--- config.mk ---
export PLATFORM = sky130hd
export DESIGN_NAME = load_store_unit
export DESIGN_NICKNAME = d
export VERILOG_FILES = /design/src/rtl/ls_pkg.sv /design/src/rtl/ls_lane_mux.sv /design/src/rtl/load_store_unit.sv
export SDC_FILE = /design/constraint.sdc
export NUM_CORES = 1
export LEC_CHECK = 0
export CORE_AREA = 10 10 128 130
export CTS_BUF_LIST = sky130_fd_sc_hd__clkbuf_2 sky130_fd_sc_hd__clkbuf_4 sky130_fd_sc_hd__clkbuf_8
export CTS_CLUSTER_SIZE = 24
export DETAILED_ROUTE_END_ITERATION = 8
export DIE_AREA = 0 0 138 140
export PLACE_DENSITY = 0.8
export SLEW_MARGIN = 20
export SYNTH_ARGS = -nofsm -noshare
export SYNTH_HDL_FRONTEND = slang
export SYNTH_SLANG_ARGS = --single-unit
--- constraint.sdc ---
create_clock -name clk -period 2 [get_ports clk]
set_input_delay 0.2 -clock clk [delete_from_list [all_inputs] [get_ports clk]]
set_output_delay 0.2 -clock clk [all_outputs]
set_load 0.02 [all_outputs]
--- src/rtl/ls_pkg.sv ---
// Shared definitions for the load/store unit: access size codes, FSM state
// encoding and the default data memory size.
package ls_pkg;

    // Data memory size in bytes; a word access ending at or past this is rejected.
    localparam int unsigned MEM_BYTES_DEFAULT = 32'd4096;

    // Access size as presented on ls_size.
    typedef enum logic [1:0] {
        SZ_BYTE = 2'b00,
        SZ_HALF = 2'b01,
        SZ_WORD = 2'b10,
        SZ_ILL  = 2'b11
    } ls_size_e;

    // Sequencer states.
    typedef enum logic [2:0] {
        ST_IDLE   = 3'd0,
        ST_ERR    = 3'd1,
        ST_RD     = 3'd2,
        ST_WR     = 3'd3,
        ST_RMW_RD = 3'd4,
        ST_RMW_WR = 3'd5,
        ST_DONE   = 3'd6
    } ls_state_e;

    // Word-aligned memory address for a byte address.
    function automatic logic [31:0] word_align(input logic [31:0] byte_addr);
        return {byte_addr[31:2], 2'b00};
    endfunction

endpackage

--- src/rtl/ls_lane_mux.sv ---
// Big-endian lane steering for the load/store unit.
// Loads: pick the addressed byte/half out of the memory word and extend it.
// Sub-word stores: splice the store data into the addressed lane of the word
// that was read back, so the full-word write leaves the other lanes intact.
module ls_lane_mux
    import ls_pkg::*;
(
    input  logic [1:0]  offset,
    input  ls_size_e    size,
    input  logic        is_signed,
    input  logic [31:0] mem_word,
    input  logic [31:0] st_data,
    output logic [31:0] ld_data,
    output logic [31:0] merge_word
);

    logic [7:0]  byte_s;
    logic [15:0] half_s;

    // Select the addressed byte and halfword lanes (offset 0 is the MSB lane).
    always_comb begin
        byte_s = 8'h00;
        half_s = 16'h0000;
        case (offset)
            2'd0:    byte_s = mem_word[31:24];
            2'd1:    byte_s = mem_word[23:16];
            2'd2:    byte_s = mem_word[15:8];
            2'd3:    byte_s = mem_word[7:0];
            default: byte_s = 8'h00;
        endcase
        if (offset[1] == 1'b0) begin
            half_s = mem_word[31:16];
        end else begin
            half_s = mem_word[15:0];
        end
    end

    // Extend the selected lane to a 32-bit load result.
    always_comb begin
        ld_data = 32'h0000_0000;
        case (size)
            SZ_BYTE: begin
                if (is_signed) begin
                    ld_data = {{24{byte_s[7]}}, byte_s};
                end else begin
                    ld_data = {24'h00_0000, byte_s};
                end
            end
            SZ_HALF: begin
                if (is_signed) begin
                    ld_data = {{16{half_s[15]}}, half_s};
                end else begin
                    ld_data = {16'h0000, half_s};
                end
            end
            SZ_WORD: ld_data = mem_word;
            default: ld_data = 32'h0000_0000;
        endcase
    end

    // Replace the target lane of the read-back word with the store data.
    always_comb begin
        merge_word = mem_word;
        case (size)
            SZ_BYTE: begin
                case (offset)
                    2'd0:    merge_word[31:24] = st_data[7:0];
                    2'd1:    merge_word[23:16] = st_data[7:0];
                    2'd2:    merge_word[15:8]  = st_data[7:0];
                    2'd3:    merge_word[7:0]   = st_data[7:0];
                    default: merge_word        = mem_word;
                endcase
            end
            SZ_HALF: begin
                if (offset[1] == 1'b0) begin
                    merge_word[31:16] = st_data[15:0];
                end else begin
                    merge_word[15:0] = st_data[15:0];
                end
            end
            SZ_WORD: merge_word = st_data;
            default: merge_word = mem_word;
        endcase
    end

endmodule

--- src/rtl/load_store_unit.sv ---
// Load/store sequencer between the CPU control unit and a byte-addressed,
// big-endian data memory that always transfers whole words.
// One request at a time; sub-word stores run as read-modify-write; misaligned,
// illegal-size or out-of-range requests finish with err and touch no memory.
module load_store_unit
    import ls_pkg::*;
#(
    parameter int unsigned MEM_BYTES = MEM_BYTES_DEFAULT
)(
    input  logic        clk,
    input  logic        reset,
    input  logic        req,
    input  logic        ls_wr,
    input  logic [1:0]  ls_size,
    input  logic        ls_signed,
    input  logic [31:0] ls_addr,
    input  logic [31:0] ls_wdata,
    output logic        busy,
    output logic        done,
    output logic        err,
    output logic [31:0] ls_rdata,
    output logic        dm_cs,
    output logic        dm_rd,
    output logic        dm_wr,
    output logic [31:0] dm_addr,
    output logic [31:0] dm_din,
    input  logic [31:0] dm_dout
);

    localparam logic [32:0] MEM_LIMIT = 33'(MEM_BYTES);

    // FSM and request latches
    ls_state_e   state_q,  state_d;
    logic [1:0]  offset_q, offset_d;
    ls_size_e    size_q,   size_d;
    logic        signed_q, signed_d;
    logic [31:0] wdata_q,  wdata_d;

    // Output registers
    logic        busy_q,   busy_d;
    logic        done_q,   done_d;
    logic        err_q,    err_d;
    logic        dm_cs_q,  dm_cs_d;
    logic        dm_rd_q,  dm_rd_d;
    logic        dm_wr_q,  dm_wr_d;
    logic [31:0] ls_rdata_q, ls_rdata_d;
    logic [31:0] dm_addr_q,  dm_addr_d;
    logic [31:0] dm_din_q,   dm_din_d;

    // Request classification and lane steering
    ls_size_e    req_size_s;
    logic [32:0] range_end_s;
    logic        align_bad_s;
    logic        range_bad_s;
    logic        req_bad_s;
    logic [31:0] ld_data_s;
    logic [31:0] merge_s;

    assign req_size_s  = ls_size_e'(ls_size);
    // Last byte touched by the word access, widened so it cannot wrap.
    assign range_end_s = {1'b0, word_align(ls_addr)} + 33'd3;
    assign range_bad_s = (range_end_s >= MEM_LIMIT);
    assign req_bad_s   = align_bad_s | range_bad_s;

    // Alignment / size legality of the incoming request.
    always_comb begin
        align_bad_s = 1'b0;
        case (req_size_s)
            SZ_BYTE: align_bad_s = 1'b0;
            SZ_HALF: align_bad_s = ls_addr[0];
            SZ_WORD: align_bad_s = (ls_addr[1:0] != 2'b00);
            default: align_bad_s = 1'b1;
        endcase
    end

    ls_lane_mux u_lane_mux (
        .offset     (offset_q),
        .size       (size_q),
        .is_signed  (signed_q),
        .mem_word   (dm_dout),
        .st_data    (wdata_q),
        .ld_data    (ld_data_s),
        .merge_word (merge_s)
    );

    // Next state, request latching and data-path register updates.
    always_comb begin
        state_d    = state_q;
        offset_d   = offset_q;
        size_d     = size_q;
        signed_d   = signed_q;
        wdata_d    = wdata_q;
        ls_rdata_d = ls_rdata_q;
        dm_addr_d  = dm_addr_q;
        dm_din_d   = dm_din_q;
        case (state_q)
            ST_IDLE: begin
                if (req) begin
                    offset_d = ls_addr[1:0];
                    size_d   = req_size_s;
                    signed_d = ls_signed;
                    wdata_d  = ls_wdata;
                    if (req_bad_s) begin
                        state_d = ST_ERR;
                    end else begin
                        // Address is held from here until the access finishes.
                        dm_addr_d = word_align(ls_addr);
                        if (!ls_wr) begin
                            state_d = ST_RD;
                        end else if (req_size_s == SZ_WORD) begin
                            state_d  = ST_WR;
                            dm_din_d = ls_wdata;
                        end else begin
                            state_d = ST_RMW_RD;
                        end
                    end
                end else begin
                    state_d = ST_IDLE;
                end
            end
            ST_ERR:    state_d = ST_IDLE;
            ST_RD: begin
                ls_rdata_d = ld_data_s;
                state_d    = ST_DONE;
            end
            ST_WR:     state_d = ST_DONE;
            ST_RMW_RD: begin
                // The write-data register doubles as the merge register.
                dm_din_d = merge_s;
                state_d  = ST_RMW_WR;
            end
            ST_RMW_WR: state_d = ST_DONE;
            ST_DONE:   state_d = ST_IDLE;
            default:   state_d = ST_IDLE;
        endcase
    end

    // Status and memory strobes decoded from the state being entered, so they
    // come straight out of flops.
    always_comb begin
        busy_d  = (state_d != ST_IDLE);
        done_d  = (state_d == ST_DONE) || (state_d == ST_ERR);
        err_d   = (state_d == ST_ERR);
        dm_rd_d = (state_d == ST_RD) || (state_d == ST_RMW_RD);
        dm_wr_d = (state_d == ST_WR) || (state_d == ST_RMW_WR);
        dm_cs_d = dm_rd_d | dm_wr_d;
    end

    // State and output registers with synchronous reset.
    always_ff @(posedge clk) begin
        if (reset) begin
            state_q    <= ST_IDLE;
            offset_q   <= 2'b00;
            size_q     <= SZ_BYTE;
            signed_q   <= 1'b0;
            wdata_q    <= 32'h0000_0000;
            busy_q     <= 1'b0;
            done_q     <= 1'b0;
            err_q      <= 1'b0;
            dm_cs_q    <= 1'b0;
            dm_rd_q    <= 1'b0;
            dm_wr_q    <= 1'b0;
            ls_rdata_q <= 32'h0000_0000;
            dm_addr_q  <= 32'h0000_0000;
            dm_din_q   <= 32'h0000_0000;
        end else begin
            state_q    <= state_d;
            offset_q   <= offset_d;
            size_q     <= size_d;
            signed_q   <= signed_d;
            wdata_q    <= wdata_d;
            busy_q     <= busy_d;
            done_q     <= done_d;
            err_q      <= err_d;
            dm_cs_q    <= dm_cs_d;
            dm_rd_q    <= dm_rd_d;
            dm_wr_q    <= dm_wr_d;
            ls_rdata_q <= ls_rdata_d;
            dm_addr_q  <= dm_addr_d;
            dm_din_q   <= dm_din_d;
        end
    end

    assign busy     = busy_q;
    assign done     = done_q;
    assign err      = err_q;
    assign ls_rdata = ls_rdata_q;
    assign dm_rd    = dm_rd_q;
    assign dm_addr  = dm_addr_q;
    assign dm_din   = dm_din_q;
    // Gate select/write with reset so an aborted RMW never lands in memory.
    assign dm_cs    = dm_cs_q & ~reset;
    assign dm_wr    = dm_wr_q & ~reset;

endmodule

==> results of run 1 <==
==> final cells by class <==
type / instances / area, µm² / share of cell area [%]
antenna: 1 / 2.502 / 0.02584
clock buffer: 18 / 247.7 / 2.558
clock inverter: 14 / 185.2 / 1.912
inverter: 5 / 18.77 / 0.1938
multi-input combinational: 547 / 3553 / 36.70
sequential: 140 / 2803 / 28.94
tap: 180 / 225.2 / 2.326
timing repair buffer: 274 / 2648 / 27.34
==> cell usage after synthesis, types with 10 or more instances <==
cell type  instances
and2_1            20
clkbuf_1          46
nor2_1            49
nor3_1            23
nand2_1           97
nor2b_1           29
a21oi_1           75
o21ai_0           51
mux2_2            10
buf_2             14
a31oi_1           12
a221o_1           25
a21o_1            12
and3_1            11
a221oi_1          14
dfxtp_1          140
mux2i_1           25
==> layer usage <==
layer	part of all wire [%]	track usage [%]	wire, µm
met1	40	27.68	9390
met2	49	38.98	11540
met3	8.4	6.592	1984
met4	3.0	9.656	706
met5	0	0	0
==> worst max path at each step <==
stage	start	to	slack (ns)
2_1_floorplan	state_q[1]	dm_addr[10]	0.14
3_3_place_gp	ls_addr[12]	dm_addr[10]	-0.26
3_5_place_dp	ls_addr[15]	dm_addr[7]	-0.30
4_1_cts	offset_q[1]	dm_din[19]	0.01
5_1_grt	state_q[0]	ls_rdata[25]	0.01
6_report	state_q[0]	ls_rdata[25]	0.09
==> power by group through the flow <==
stage	combinational [mW]	sequential, mW	clock [mW]
6_report	0.863	2.89	2.50
2_1_floorplan	0.389	2.93	0
4_1_cts	0.845	2.89	2.53
3_5_place_dp	0.842	2.95	0
3_3_place_gp	0.833	2.95	0
5_1_grt	0.927	2.89	2.63
==> state kept, by name, summed over array words and instances (netlist names) <==
| register | count |
|---|---|
| dm_din | 32 |
| signed_q | 1 |
| dm_addr | 30 |
| ls_rdata | 32 |
| dm_wr_q | 1 |
| done | 1 |
| size_q | 2 |
| wdata_q | 32 |
| state_q | 3 |
| dm_cs_q | 1 |
| offset_q | 2 |
| err | 1 |
| dm_rd | 1 |
| busy | 1 |
==> what timing repair did <==
action	4_1_cts	5_1_grt
buffers inserted	0	0
setup endpoints to repair	0	31
gates resized for setup	0	5
==> critical path, delay by kind of cell, from the launching register on <==
family                 cells  cell delay, ns
DFF                        1            0.32
AOI/OAI and AO/OA          1            0.18
and+or+nand+nor            2            0.69
buffers and inverters      3            0.65
==> cell families (layout without fill, tap and decap cells) <==
| group | Yosys count | count (layout) | synth area share, % |
|---|---|---|---|
| AND/OR/NAND/NOR | 259 | 259 | 19.11 |
| multiplexers | 43 | 43 | 8.189 |
| AO/OA/AOI/OAI | 243 | 243 | 25.81 |
| flip-flops | 140 | 140 | 42.26 |
| buffers and inverters | 72 | 311 | 4.566 |
| other | 1 | 3 | 0.05655 |
==> metrics by stage <==
step           cell area [µm²]  hold WS, ns  std cells  util [%]  TNS, ns
2_1_floorplan             6635       0.3360        759         -        0
3_3_place_gp              9230       0.4423       1146     67.01   -12.77
3_5_place_dp              9230       0.4439       1146     67.01   -14.11
4_1_cts                   9663      0.04348       1178     70.16        0
5_1_grt                   9683      0.09313       1179     70.30        0
6_report                  9683      0.07598       1179     70.30        0
==> run_results.csv, run 1 <==
group,metric,value,unit
power,p_switching,1.707,mW
critical_path,reg2reg_slack,0.09,ns
clock_network,cts_tree,"built",
yosys,synth_warnings,0,
power,powerDensity,645.6,nW/µm²
yosys,yosysTopAreaCell,"dfxtp_1",
yosys,ys_async_sr_fraction,0,%
clock_network,cts_num_sinks,140,
power,switching_share,27.30,%
yosys,synthCells,758,
timing,fmaxAchievable,522.9,MHz
clock_network,cts.reportedPaths.clkPinSlew,0.09,ns
power,clock_power_share,40.0,%
critical_path,critPathMaxFanout,16,
yosys,synthTopCellsByArea,"dfxtp_1 42%, a21oi_1 5.7%, nand2_1 5.5%",
critical_path,reg2reg_from,"state_q[0]",
die,dieArea,19320,µm²
worst_hold_path,hp-start,"reset",
power,p_seq_share,46.2,%
run,drv_cap,0,
clock_network,clockBufferDepth,2,
detailed_routing,drt_iter0_drc,625,
timing,period_share,95.61,%
yosys,syn-cell-area,6631,µm²
clock_network,cts_made_buffers,17,
worst_hold_path,holdPathStages,2,
yosys,synthFlopType,"dfxtp_1",
timing,setup_viol,0,
critical_path,cp-start-kind,"flip-flop",
critical_path,critPathArrivalTime,2.32,ns
global_route,grt_pass1_wl,36810,µm
yosys,ys_types,56,
die,num_rows,43,
placed_design,post-place-ws,-0.3002,ns
power,p_total,6.252,mW
die,top_level_ports,205,
clock_network,clkLatencyLatePin,0.47,ns
clock_network,ctsRootBufferMaster,"clkbuf_8",
worst_hold_path,min_to,"wdata_q[0]",
worst_hold_path,hold_class,"primary input to flip-flop",
yosys,ys_seq_area_share,42.26,%
detailed_routing,wirelength,23620,µm
detailed_routing,drtPass1Iterations,6,
critical_path,worstPathCellList,"buf_4 > or3b_1 > buf_4 > nor4_2 > buf_4 > a221o_1",
yosys,syn_avg_cell_area,8.748,µm²
global_route,antenna_found_initial,1,
timing,finalHoldViolCount,0,
clock_network,htree_levels,4,
detailed_routing,route.detailed.drc,0,
power,power.internal,4.545,mW
finish,area_delta_synth_final,46.02,%
finish,final_cell_mix,"201 x clkdlybuf4s50_1, 140 x dfxtp_1, 97 x nand2_1",
critical_path,required,2.41,ns
finish,mostFrequentLayoutCell,"clkdlybuf4s50_1",
finish,nets,1088,
detailed_routing,routedWlPerCell,20.04,µm
detailed_routing,viasPerCell,5.825,
global_route,grt_pass1_vias,6625,
placed_design,routabilityCongestion,0.9851,
timing,clock_skew,0.009983,ns
clock_network,holdBufCountCts,0,
critical_path,crit_path_top_delay_cell,"or3b_1",
yosys,yosys.area.top_type_share,42.26,%
global_route,grt_usage,23.39,%
critical_path,cp_common_cell,"buf_4",
yosys,synth-edff-count,0,
critical_path,max_stage_delay,0.46,ns
finish,drive_gt1_share,14.63,%
die,start_util,48.15,%
timing,worst_slew_pin_slew,0.5839,ns
critical_path,cp-end-kind,"flip-flop",
power,leakage,3.590,nW
timing,slew_violations,0,
die,core,13770,µm²
timing,maxSlewHeadroom,61.03,%
global_route,grt_overflow,0,
global_route,grt_max_degree,56,
timing,rsz0062_at_grt,"no",
timing,fin_ws,0.08774,ns
placed_design,dp_hpwl,17660,µm
power,comb_power_share,13.8,%
yosys,synth.ff_latch_count,140,
die,die_y,140,µm
placed_design,portBuffers,202,
die,die_w,138,µm
finish,fillCellCount,1119,
critical_path,reg2reg_depth,6,
power,peakVddDrop,0.0003865,V
timing,finalCriticalPeriod,1.912,ns
critical_path,criticalPathCategory,"flip-flop to flip-flop",
critical_path,reg2reg_to,"ls_rdata[25]",
detailed_routing,ant_nets,0,
detailed_routing,via_count,6868,
status,status,"finished clean",
Note: power is estimated with default switching activity, not from simulation.
==> run 2, diff against run 1 <==
HOLD_SLACK_MARGIN = 0.12   (was default)
MAX_ROUTING_LAYER = met4   (was default)
==> run 2 against run 1 <==
  * Core utilization shrank 0.24 points
  * Wire length grew 1.3%
  * First-iteration DRC count shrank 13%
  * Critical path type unchanged
  * Critical endpoint is now dm_din[9]
  * Sequential power is essentially flat
  * Final cell count is the same
  * Clock power shrank 8%
  * Clock skew grew 0.0068 ns
==> run_results.csv, run 2 (synthesis results as in run 1) <==
group,metric,value,unit
power,leakage,3.614,nW
worst_hold_path,holdPathStages,3,
power,p_total,6.077,mW
timing,finalCriticalPeriod,1.926,ns
timing,setup_viol,0,
placed_design,routabilityCongestion,0.9923,
finish,mostFrequentLayoutCell,"clkdlybuf4s50_1",
critical_path,critPathMaxFanout,7,
clock_network,cts_made_buffers,17,
timing,timing.hold.ws,0.2871,ns
timing,tns,0,ns
power,peakVddDrop,0.0004124,V
global_route,grt_overflow,0,
timing,period_share,96.31,%
die,core,13770,µm²
finish,fin_util,70.07,%
detailed_routing,wirelength,23930,µm
finish,fillCellCount,1111,
die,num_rows,43,
critical_path,criticalPathCategory,"flip-flop to flip-flop",
timing,finalHoldViolCount,0,
power,powerDensity,629.7,nW/µm²
critical_path,reg2reg_depth,7,
placed_design,post-place-ws,-0.3503,ns
finish,drive_gt1_share,14.43,%
timing,rsz0062_at_grt,"no",
global_route,grt_max_degree,67,
timing,maxSlewHeadroom,61.10,%
die,die_y,140,µm
finish,regArea,2803,µm²
detailed_routing,ant_nets,0,
finish,final_cell_mix,"199 x clkdlybuf4s50_1, 140 x dfxtp_1, 97 x nand2_1",
critical_path,cp-end-kind,"flip-flop",
finish,fin_area,9651,µm²
timing,slew_violations,0,
clock_network,cts.reportedPaths.clkPinSlew,0.08,ns
global_route,antenna_found_initial,1,
status,status,"finished clean",
global_route,grt_pass1_wl,37090,µm
detailed_routing,drt_iter0_drc,543,
timing,worst_slew_pin_slew,0.5828,ns
critical_path,required,2.39,ns
placed_design,place_area,9223,µm²
finish,fin_cells,1179,
timing,fmaxAchievable,519.1,MHz
critical_path,critPathArrivalTime,2.31,ns
worst_hold_path,hold_class,"primary input to flip-flop",
clock_network,clockBufferDepth,2,
critical_path,cp-start-kind,"flip-flop",
detailed_routing,via_count,6844,
clock_network,clkLatencyLatePin,0.47,ns
detailed_routing,drtPass1Iterations,7,
global_route,grt_usage,24.26,%
detailed_routing,route.detailed.drc,0,
die,start_util,48.15,%
timing,clock_skew,0.01681,ns
clock_network,cts_num_sinks,140,
die,top_level_ports,205,
timing,fin_ws,0.07375,ns
run,drv_cap,0,
clock_network,postCtsSetupRepairBufs,0,
clock_network,cts_tree,"built",
clock_network,ctsRootBufferMaster,"clkbuf_8",
die,die_w,138,µm
placed_design,portBuffers,202,
die,dieArea,19320,µm²
detailed_routing,routedWlPerCell,20.30,µm
finish,nets,1088,
finish,multi_input_area,3551,µm²
clock_network,htree_levels,4,
global_route,grt_pass1_vias,6737,
placed_design,dp_cells,1145,
placed_design,dp_hpwl,17990,µm
detailed_routing,viasPerCell,5.805,
finish,area_delta_synth_final,45.53,%
==> run 2: final cells by class <==
cell class | count | area share, %
well taps | 180 | 2.334
clock inverters | 13 | 1.452
inverters | 5 | 0.1945
multi-input cells | 547 | 36.80
repair buffers | 274 | 27.51
clock buffers | 19 | 2.645
diodes | 1 | 0.02593
flip-flops and latches | 140 | 29.04
==> run 2: power breakdown <==
part	internal (mW)	total, mW	switching [mW]
logic	0.423	0.874	0.450
clock network	1.16	2.31	1.16
registers	2.84	2.89	0.0535
==> run 2: worst max-delay path: stages, from the launching register on <==
cell     delay [ns]
dfxtp_1        0.44
buf_4          0.20
nor2b_1        0.27
a21o_1         0.26
buf_4          0.18
a32oi_1        0.05
a211o_1        0.30
o21ai_0        0.16
==> run 2: repair_timing <==
action                                  4_1_cts  5_1_grt
endpoints found under the hold margin         6        0
resized for setup                             0        6
hold buffers                                  1        0
endpoints found under the setup margin        0       16
==> run 2: worst paths after layout <==
path / startpoint / endpoint / slack [ns]
max: offset_q[1] / dm_din[9] / 0.07
min: ls_signed / signed_q / 0.29
max reg2reg: offset_q[1] / dm_din[9] / 0.07
min reg2reg: wdata_q[26] / wdata_q[26] / 0.46
==> run 2: routing by layer <==
layer  vias to the layer above  part of all wire (%)  global-route usage (%)  routed length [µm]
met5                         -                     0                       -                   0
met4                         0                   3.5                   10.77                 842
met3                        70                   7.1                   5.240                1711
met2                       330                    49                   39.58               11650
met1                      3203                    41                   28.21                9723
li1                       3241                     -                       -                   -
==> run 3, diff against run 2 <==
ABC_AREA = 1   (was default)
GPL_TIMING_DRIVEN = 1   (was default)
PLACE_DENSITY = 0.79   (was 0.8)
==> run 3 against run 2 <==
  * Via count is 5.3% higher
  * Die area stayed put
  * First-iteration DRC count is 22% higher
  * Clock power is 9.5% higher
  * Final cell count is 14% higher
  * Count of clock-buffer cells in the layout is 2 lower
  * Combinational power is 3.3% higher
  * Power is 3.9% higher
  * Synthesized cell count is 26% higher
  * Highest routed layer unchanged
  * Register-to-register slack better by 0.13 ns
  * Core utilization is 3.3 points lower
  * Critical path depth stayed put
==> run_results.csv, run 3 <==
group,metric,value,unit
status,status,"finished clean",
yosys,ys_async_sr_fraction,0,%
clock_network,clockBufferDepth,2,
finish,area_delta_synth_final,41.27,%
placed_design,portBuffers,202,
die,die_w,138,µm
global_route,grt_pass1_wl,36690,µm
yosys,yosysTopAreaCell,"dfxtp_1",
die,core,13770,µm²
finish,mostFrequentLayoutCell,"nand2_1",
global_route,antenna_found_initial,0,
die,die_y,140,µm
run,drv_cap,0,
clock_network,holdBufCountCts,0,
timing,setup_viol,0,
yosys,synth_common_cells,"265 x nand2_1, 140 x dfxtp_1, 112 x a21oi_1",
timing,maxSlewHeadroom,62.00,%
critical_path,max_stage_delay,0.38,ns
power,powerDensity,687.0,nW/µm²
power,clock_power_share,40.1,%
timing,slew_violations,0,
detailed_routing,drt_iter0_drc,660,
power,peakVddDrop,0.0007841,V
yosys,ys_seq_area_share,43.06,%
critical_path,critPathArrivalTime,2.20,ns
placed_design,post-place-ws,0.1380,ns
yosys,synthCells,957,
timing,clock_skew,0.01050,ns
clock_network,cts.reportedPaths.clkPinSlew,0.08,ns
worst_hold_path,holdPathStages,4,
finish,final_cell_mix,"265 x nand2_1, 201 x clkdlybuf4s50_1, 140 x dfxtp_1",
timing,fin_ws,0.1994,ns
detailed_routing,ant_nets,0,
yosys,synth-simple-area-share,26.28,%
detailed_routing,viasPerCell,5.380,
yosys,synthTopCellsByArea,"dfxtp_1 43%, nand2_1 15%, a21oi_1 8.6%",
timing,tns,0,ns
timing,period_share,90.03,%
detailed_routing,routedWlPerCell,17.25,µm
power,switching_share,28.68,%
clock_network,htree_levels,4,
timing,worst_slew_pin_slew,0.5670,ns
finish,nets,1250,
yosys,syn-cell-area,6509,µm²
yosys,synth-compound-area-share,22.41,%
timing,finalCriticalPeriod,1.801,ns
yosys,synthMuxAreaShare,0,%
clock_network,ctsRootBufferMaster,"clkbuf_8",
global_route,grt_max_degree,54,
yosys,synth.ff_latch_count,140,
timing,finalHoldViolCount,0,
worst_hold_path,hold_class,"primary input to flip-flop",
die,top_level_ports,205,
clock_network,cts_tree,"built",
finish,antenna_cells,0,
yosys,synthXorXnorAreaFrac,0.1346,%
global_route,grt_overflow,0,
power,p_switching,1.812,mW
clock_network,ctsResizeCount,0,
die,dieArea,19320,µm²
yosys,syn_avg_cell_area,6.801,µm²
critical_path,reg2reg_from,"size_q[1]",
yosys,ys_types,34,
worst_hold_path,min_to,"done",
critical_path,critPathMaxFanout,8,
finish,drive_gt1_share,6.983,%
clock_network,postCtsSetupRepairBufs,0,
critical_path,cp_common_cell,"a21oi_1",
die,start_util,47.26,%
critical_path,crit_path_top_delay_cell,"dfxtp_1",
placed_design,dp_hpwl,17470,µm
power,power.internal,4.505,mW
critical_path,critPathTopFamily,"simple AND/OR/NAND/NOR gates",
yosys,synthFlopType,"dfxtp_1",
detailed_routing,drtPass1Iterations,6,
yosys,synth_fa_ha_area_share,0,%
critical_path,cp-start-kind,"flip-flop",
global_route,grt_pass1_vias,6909,
die,num_rows,43,
detailed_routing,route.detailed.drc,0,
clock_network,clkLatencyLatePin,0.47,ns
power,comb_power_share,14.3,%
yosys,synth_most_common_cell,"nand2_1",
worst_hold_path,hp-start,"reset",
critical_path,cp-end-kind,"flip-flop",
yosys,synth_warnings,0,
power,leakage,3.735,nW
critical_path,criticalPathCategory,"flip-flop to flip-flop",
finish,fin_util,66.76,%
timing,rsz0062_at_grt,"no",
clock_network,cts_num_sinks,140,
yosys,synth_top_family_by_area,"simple AND/OR/NAND/NOR gates",
timing,fmaxAchievable,555.4,MHz
critical_path,worstPathCellList,"nor2_1 > nand2_1 > o21ai_0 > a21oi_1 > a21oi_1 > nand2_1 > a21oi_1",
yosys,yosys.area.top_type_share,43.06,%
global_route,grt_usage,23.72,%
placed_design,routabilityCongestion,1.028,
timing,timing.hold.ws,0.1998,ns
critical_path,reg2reg_slack,0.20,ns
critical_path,critical_path_buf_inv_count,0,
detailed_routing,wirelength,23120,µm
clock_network,cts_made_buffers,17,
critical_path,reg2reg_to,"dm_din[10]",
power,p_seq_share,45.6,%
critical_path,required,2.40,ns
yosys,synth-edff-count,0,
critical_path,reg2reg_depth,7,
detailed_routing,via_count,7209,
## run 3: changes by cell type after synthesis, sizes merged, moves of 16 or more
cell,previous run,this run
o21ai,53,104
nand3,6,35
nor2,49,94
a21oi,76,113
nand2,98,270
and2,20,1
inv,5,70
a221o,25,0
nor3,23,2
o211ai,1,17
mux2i,25,0
nor2b,29,0
## run 3: cell type report
| class | count | area, µm² |
|---|---|---|
| fillers | 1240 | 4578 |
| multi-input cells | 687 | 3191 |
| flip-flops and latches | 140 | 2803 |
| repair buffers | 229 | 2270 |
| inverters | 72 | 270.3 |
| clock buffers | 17 | 234.0 |
| well taps | 180 | 225.2 |
| clock inverters | 15 | 202.7 |
## run 3: power groups by stage
stage | registers (mW) | logic [mW] | clock network (mW)
final | 2.88 | 0.903 | 2.53
after global routing | 2.89 | 0.986 | 2.68
after CTS | 2.88 | 0.889 | 2.56
after detailed placement | 2.94 | 0.880 | 0
after global placement | 2.94 | 0.875 | 0
after floorplan | 2.94 | 0.478 | 0
## run 3: worst min-delay path: stages
cell     delay, ns
buf_2         0.18
a21oi_1       0.06
nand4_1       0.09
o21ai_0       0.08
## run 3: cell families (layout without fill, tap and decap cells)
group                     Yosys count  count (layout)
xor gates and xnor gates            1               1
DFF                               140             140
and+or+nand+nor                   419             419
buffers and inverters             131             333
AOI/OAI and AO/OA                 265             265
other                               1               2
## run 3: worst max path at each step
stage                            from  cells after the start  slack [ns]      endpoint
after floorplan             size_q[1]                     10        0.53  ls_rdata[29]
after global placement    ls_addr[31]                     12        0.23          busy
after detailed placement   ls_size[1]                     10        0.14    dm_din[29]
after CTS                     dm_cs_q                      3        0.24         dm_cs
after global routing        size_q[1]                      7        0.05    dm_din[10]
final                       size_q[1]                      7        0.20    dm_din[10]
## run 3: metal layers
layer	routed length, µm	GRT usage (%)	vias to the layer above	part of all wire (%)
li1	-	-	3528	-
met1	9617	28.79	3267	42
met2	10480	36.35	368	45
met3	2556	8.249	46	11
met4	462	7.270	0	2.0
met5	0	-	-	0
## run 3: metrics by stage
step | cell area [µm²] | power (mW) | instances
after floorplan | 6513 | 3.416 | 958
after global placement | 8758 | 3.819 | 1308
after detailed placement | 8758 | 3.824 | 1308
after CTS | 9195 | 6.328 | 1340
after global routing | 9195 | 6.549 | 1340
final | 9195 | 6.317 | 1340
